$ cat src/rtl/pixel_ctrl_pkg.sv
// Shared types and sizing for the pixel buffer controller.
// Defaults describe a 72-byte frame streamed ten times per run.
package pixel_ctrl_pkg;

    localparam int NUM_PIXELS_DEF = 72;
    localparam int NUM_PASSES_DEF = 10;
    localparam int PAIRS_DEF      = NUM_PIXELS_DEF / 2;
    localparam int PAIR_W         = 6;

    typedef enum logic [2:0] {
        IDLE,
        LOAD,
        READY,
        PRESENT,
        SHIFT_A,
        SHIFT_B
    } state_t;

    function automatic int cnt_w(input int n);
        return (n < 2) ? 1 : $clog2(n + 1);
    endfunction

endpackage

$ cat src/rtl/flex_counter.sv
// Up counter with clear, enable and programmable wrap value.
// Clear and enable together load 1, so a restart can count its first item.
module flex_counter #(
    parameter int W = 4
) (
    input  logic         clk,
    input  logic         n_rst,
    input  logic         count_enable,
    input  logic         clear,
    input  logic [W-1:0] rollover_val,
    output logic [W-1:0] count,
    output logic         rollover_flag
);

    logic [W-1:0] count_q;
    logic [W-1:0] count_d;
    logic [W-1:0] base;

    always_comb begin
        base    = clear ? '0 : count_q;
        count_d = base;
        if (count_enable) begin
            count_d = (base == rollover_val) ? '0 : base + 1'b1;
        end
    end

    always_ff @(posedge clk or negedge n_rst) begin
        if (!n_rst) begin
            count_q <= '0;
        end else begin
            count_q <= count_d;
        end
    end

    assign count         = count_q;
    assign rollover_flag = (count_q == rollover_val);

endmodule

$ cat src/rtl/pixel_buffer_ctrl.sv
// Sequencer for the circular pixel shift buffer: SPI frame load,
// then pairwise streaming to the network for a number of full rotations.
module pixel_buffer_ctrl
    import pixel_ctrl_pkg::*;
#(
    parameter int NUM_PIXELS = NUM_PIXELS_DEF,
    parameter int NUM_PASSES = NUM_PASSES_DEF
) (
    input  logic       clk,
    input  logic       n_rst,
    input  logic       load_start,
    input  logic       spi_byte_valid,
    input  logic [7:0] spi_byte,
    input  logic       net_start,
    input  logic       net_pair_ack,
    output logic       shift_SPI,
    output logic       shift_network,
    output logic       write_en,
    output logic [7:0] spi_in,
    output logic       image_ready,
    output logic       pair_valid,
    output logic [5:0] pair_idx,
    output logic       pass_done,
    output logic       stream_done,
    output logic       err
);

    localparam int PAIRS  = NUM_PIXELS / 2;
    localparam int PIX_W  = cnt_w(NUM_PIXELS);
    localparam int PASS_W = cnt_w(NUM_PASSES - 1);

    state_t state_q;

    logic              ld_ok, byte_ok, refused, run_start;
    logic              pix_full, pair_last, pass_last;
    logic              pair_adv, pass_adv;
    logic [PIX_W-1:0]  pix_cnt;
    logic [PASS_W-1:0] pass_cnt;
    logic              unused_cnt;

    assign ld_ok     = load_start && (state_q inside {IDLE, READY, LOAD});
    assign byte_ok   = spi_byte_valid
                       && (ld_ok || (state_q == LOAD && !pix_full));
    assign refused   = (spi_byte_valid && !byte_ok)
                       || (load_start && !ld_ok);
    assign run_start = (state_q == READY) && net_start && !ld_ok;
    assign pair_adv  = (state_q == SHIFT_B);
    assign pass_adv  = pair_adv && pair_last;

    // Only the terminal flags of these two counters steer the FSM.
    assign unused_cnt = ^{pix_cnt, pass_cnt};

    flex_counter #(.W(PIX_W)) u_pix_cnt (
        .clk          (clk),
        .n_rst        (n_rst),
        .count_enable (byte_ok),
        .clear        (ld_ok),
        .rollover_val (PIX_W'(NUM_PIXELS)),
        .count        (pix_cnt),
        .rollover_flag(pix_full)
    );

    flex_counter #(.W(PAIR_W)) u_pair_idx (
        .clk          (clk),
        .n_rst        (n_rst),
        .count_enable (pair_adv),
        .clear        (run_start),
        .rollover_val (PAIR_W'(PAIRS - 1)),
        .count        (pair_idx),
        .rollover_flag(pair_last)
    );

    flex_counter #(.W(PASS_W)) u_pass_cnt (
        .clk          (clk),
        .n_rst        (n_rst),
        .count_enable (pass_adv),
        .clear        (run_start),
        .rollover_val (PASS_W'(NUM_PASSES - 1)),
        .count        (pass_cnt),
        .rollover_flag(pass_last)
    );

    always_ff @(posedge clk or negedge n_rst) begin
        if (!n_rst) begin
            state_q       <= IDLE;
            shift_SPI     <= 1'b0;
            shift_network <= 1'b0;
            write_en      <= 1'b0;
            spi_in        <= '0;
            image_ready   <= 1'b0;
            pair_valid    <= 1'b0;
            pass_done     <= 1'b0;
            stream_done   <= 1'b0;
            err           <= 1'b0;
        end else begin
            shift_SPI     <= byte_ok;
            write_en      <= byte_ok;
            spi_in        <= byte_ok ? spi_byte : '0;
            shift_network <= 1'b0;
            pass_done     <= 1'b0;
            stream_done   <= 1'b0;
            if (ld_ok) begin
                err <= 1'b0;
            end else if (refused) begin
                err <= 1'b1;
            end
            unique case (state_q)
                IDLE, READY: begin
                    if (ld_ok) begin
                        state_q     <= LOAD;
                        image_ready <= 1'b0;
                    end else if (run_start) begin
                        state_q     <= PRESENT;
                        image_ready <= 1'b0;
                        pair_valid  <= 1'b1;
                    end
                end
                LOAD: begin
                    if (!ld_ok && pix_full) begin
                        state_q     <= READY;
                        image_ready <= 1'b1;
                    end
                end
                PRESENT: begin
                    if (net_pair_ack) begin
                        state_q       <= SHIFT_A;
                        pair_valid    <= 1'b0;
                        shift_network <= 1'b1;
                    end
                end
                SHIFT_A: begin
                    state_q       <= SHIFT_B;
                    shift_network <= 1'b1;
                end
                SHIFT_B: begin
                    state_q    <= PRESENT;
                    pair_valid <= 1'b1;
                    // A full rotation leaves the buffer back in load order.
                    if (pass_adv) begin
                        pass_done <= 1'b1;
                        if (pass_last) begin
                            state_q     <= READY;
                            pair_valid  <= 1'b0;
                            stream_done <= 1'b1;
                            image_ready <= 1'b1;
                        end
                    end
                end
                default: state_q <= IDLE;
            endcase
        end
    end

endmodule

$ cat config.mk
export PLATFORM = sky130hd
export DESIGN_NAME = pixel_buffer_ctrl
export DESIGN_NICKNAME = d
export VERILOG_FILES = /design/src/rtl/pixel_ctrl_pkg.sv /design/src/rtl/flex_counter.sv /design/src/rtl/pixel_buffer_ctrl.sv
export SDC_FILE = /design/constraint.sdc
export NUM_CORES = 1
export LEC_CHECK = 0
export BUFFER_PORTS_ARGS = -buffer_cell sky130_fd_sc_hd__buf_2
export CORE_ASPECT_RATIO = 1.1
export CORE_MARGIN = 1
export CORE_UTILIZATION = 45
export CTS_CLUSTER_DIAMETER = 120
export DETAILED_ROUTE_END_ITERATION = 8
export GPL_TIMING_DRIVEN = 0
export MAX_ROUTING_LAYER = met4
export PLACE_DENSITY = 0.67
export SYNTH_ARGS = -nofsm -noshare
export SYNTH_HDL_FRONTEND = slang
export SYNTH_SLANG_ARGS = --single-unit
$ cat constraint.sdc
create_clock -name clk -period 2.35 [get_ports clk]
set_input_delay 0 -clock clk [delete_from_list [all_inputs] [get_ports clk]]
set_output_delay 0 -clock clk [all_outputs]
set_load 0.005 [all_outputs]
==> impl_metrics.toml <==
[run_status]
outcome = "completed"

[place]
place.gp.congestion = 0.899
portBuffers = 34
pre_cts_slack_ns = 0.0351
dp.cells = 270
dp_hpwl_um = 2790

[worst_setup_path]
crit_fanout = 10
crit_buf_inv = 2
reg2regPathDepth = 10
startpoint_type = "flip-flop"
r2r_setup_slack_ns = 0.21
crit_top_cell = "nand2_1"
rr_endpoint = "u_pix_cnt.count[6]"
end_kind = "flip-flop"
crit_type = "flip-flop to flip-flop"
r2r-start = "state_q[1]"
max_stage_delay_ns = 0.47
slowest_stage = "dfrtp_1"
crit_arrival_ns = 2.29
critPathTopFamily = "simple AND/OR/NAND/NOR gates"
crit_chain = "clkbuf_4 -> nand2_1 -> nand2_2 -> nand2_1 -> inv_1 -> ha_1 -> nand4_1 -> nor4_1 -> xor2_1 -> nor2_1"
crit_required_ns = 2.50

[route]
vias = 1467
drc_errors = 0
first_iter_violations = 58
drt-pass1-iter-count = 4
vias_per_cell = 5.15
wirelength_um = 3920
final_antenna_net_count = 0
wl_per_cell_um = 13.7

[clock_network]
cts_buffers = 5
htree_num_levels = 2
cts_tree = "built"
cts_sinks = 35
clk_pin_slew_ns = 0.07
post_cts_buffers = 0
clk_path_buf_depth = 2
clock_latency_ns = 0.28
root_buffer = "clkbuf_8"

[sta]
period_share_pct = 91.2
worst_slew_pin_slew_ns = 0.780
min_period_ns = 2.14
rsz0062_at_grt = "false"
fmax_ghz = 0.467
setup_viol = 0
hold_viol_final = 0
setup_slack_ns = 0.207
slew_headroom_pct = 48.0
fin_skew_ns = 0.00256
finalSetupTns_ns = 0
drv_slew = 0

[hold_path]
hold_end = "err"
min_from = "spi_byte_valid"
worstHoldPathType = "primary input to flip-flop"
hold_depth = 3

[final_layout]
area_growth_pct = 24.8
final_cell_mix = "35 x dfrtp_1, 34 x buf_2, 19 x nand2_1"
mostFrequentLayoutCell = "dfrtp_1"
multiInputGateArea_um2 = 907
antenna_cells = 0
layout.nets = 249
stdcell_count = 285
drive_gt1_share_pct = 23.6
regArea_um2 = 876
fill_cells = 356

[power]
internal_power_mw = 1.11
ir_drop_mv = 0.334
power_leakage_nw = 1.11
p_per_area_nw_per_um2 = 612
seqPwrFrac_pct = 45.8
combPwrFrac_pct = 9.1
power_switching_share_pct = 20.9
power_switching_mw = 0.295
p_clk_share_pct = 45.1

[global_routing]
grt_antenna_before_repair = 0
grt_usage_pct = 20.4
grt_start_max_net_pins = 36
grt_pass1_vias = 1467
grt_pass1_wl_um = 6730
overflow = 0

[floorplanning]
fp.dieW_um = 63.0
ioPinCount = 36
initial_utilization_pct = 46.9
die_area_um2 = 4360
fp-row-count = 24
core_um2 = 3930
die_h_um = 69.1

[logic_synthesis]
synth-seq-cells = 35
synth_nets = 201
synth_async_sr_flop_share_pct = 100
syn_inst = 184
synth-main-ff-cell = "dfrtp_1"
syn-cell-area_um2 = 1840
synthSimpleGateAreaFrac_pct = 28.3
syn_area_per_cell_um2 = 10.0
synth-edff-count = 0
yosys_warnings = 0
synth_top_family_by_area = "simple AND/OR/NAND/NOR gates"
synthXorXnorAreaFrac_pct = 2.85
muxShareOfSynthArea_pct = 4.41
synth_cell_types = 46
synth_fa_ha_area_share_pct = 2.04
synth_compound_area_share_pct = 11.5
ys_seq_area_share_pct = 47.5

[job]
maxCapViolCount = 0
worst max path at each step:
stage | startpoint | to | slack [ns] | cells after the start
global route | state_q[1] | u_pix_cnt.count[6] | 0.01 | 10
detailed placement | state_q[1] | u_pix_cnt.count[6] | 0.04 | 10
CTS | state_q[1] | u_pix_cnt.count[6] | 0.02 | 10
global placement | state_q[1] | u_pix_cnt.count[6] | 0.07 | 10
floorplan | state_q[1] | u_pix_cnt.count[6] | 0.39 | 10
finish | state_q[1] | u_pix_cnt.count[6] | 0.21 | 10
synthesized netlist by cell type (3+ instances only):
cell      count  area, um2
ha_1          3       37.5
nor2_1       12       45.0
dfrtp_1      35        876
inv_1         7       26.3
a21oi_1       7       35.0
nor3_1        5       25.0
and3_1        3       18.8
mux2i_1       7       70.1
nand3_1       8       40.0
nand2_1      20       75.1
a211oi_1      3       22.5
clkbuf_1      5       18.8
nand2b_1      4       25.0
o31ai_1       5       37.5
nand4_1       4       25.0
and2_1       11       68.8
nor2b_1       4       25.0
xor2_1        4       35.0
o21ai_0       3       15.0
power groups by stage:
stage | logic [mW] | clock network [mW] | registers [mW]
2_1_floorplan | 0.0648 | 0 | 0.652
3_3_place_gp | 0.121 | 0 | 0.652
3_5_place_dp | 0.123 | 0 | 0.652
4_1_cts | 0.134 | 0.658 | 0.641
5_1_grt | 0.146 | 0.673 | 0.648
6_report | 0.128 | 0.635 | 0.645
worst reg2reg max path: cells and delay by family (launching register included):
family | cells | cell delay, ns
xor+xnor | 1 | 0.18
fa+ha+maj | 1 | 0.17
buf+inv | 2 | 0.32
flops | 1 | 0.47
simple gates | 6 | 0.88
what timing repair did:
action,in CTS,in global routing
hold buffers,9,0
resized for setup,0,5
setup endpoints to repair,0,5
endpoints found under the hold margin,43,0
per-stage QoR:
step / hold WS (ns) / instance area [um2] / utilization, % / total power [mW]
floorplan: -0.296 / 1840 / - / 0.717
global placement: 0.130 / 2080 / 52.9 / 0.773
detailed placement: 0.136 / 2080 / 52.9 / 0.775
CTS: 0.0157 / 2300 / 58.5 / 1.43
global route: 0.0529 / 2300 / 58.5 / 1.47
finish: 0.0285 / 2300 / 58.5 / 1.41
kinds of logic after synthesis:
kind of cell / Yosys count
DFF: 35
buffers and inverters: 14
muxes: 8
adders and majority gates: 3
xor gates and xnor gates: 6
AOI/OAI and AO/OA: 29
and+or+nand+nor: 89
area by class of cell:
type	instances	area share, %
clock inverters	2	2.61
flip-flops and latches	35	38.1
repair buffers	43	11.3
inverters	7	1.14
well taps	52	2.83
clock buffers	6	3.15
multi-input cells	135	39.4
plain buffers	5	1.47
flip-flops by register name (all words and copies together) (netlist names), 3 cells and up:
signal / flops
u_pair_idx.count: 6
u_pix_cnt.count: 7
u_pass_cnt.count: 4
state_q: 3
spi_in: 8
layer usage:
metal  global-route usage, %  vias to the layer above  part of all wire (%)
li1                        -                      749                     -
met1                    24.7                      689                    46
met2                    33.5                       25                    50
met3                    4.64                        4                   2.9
met4                    6.20                        0                  0.92
met5                       -                        -                     0
No activity file was read; power rests on OpenSTA's default activity.
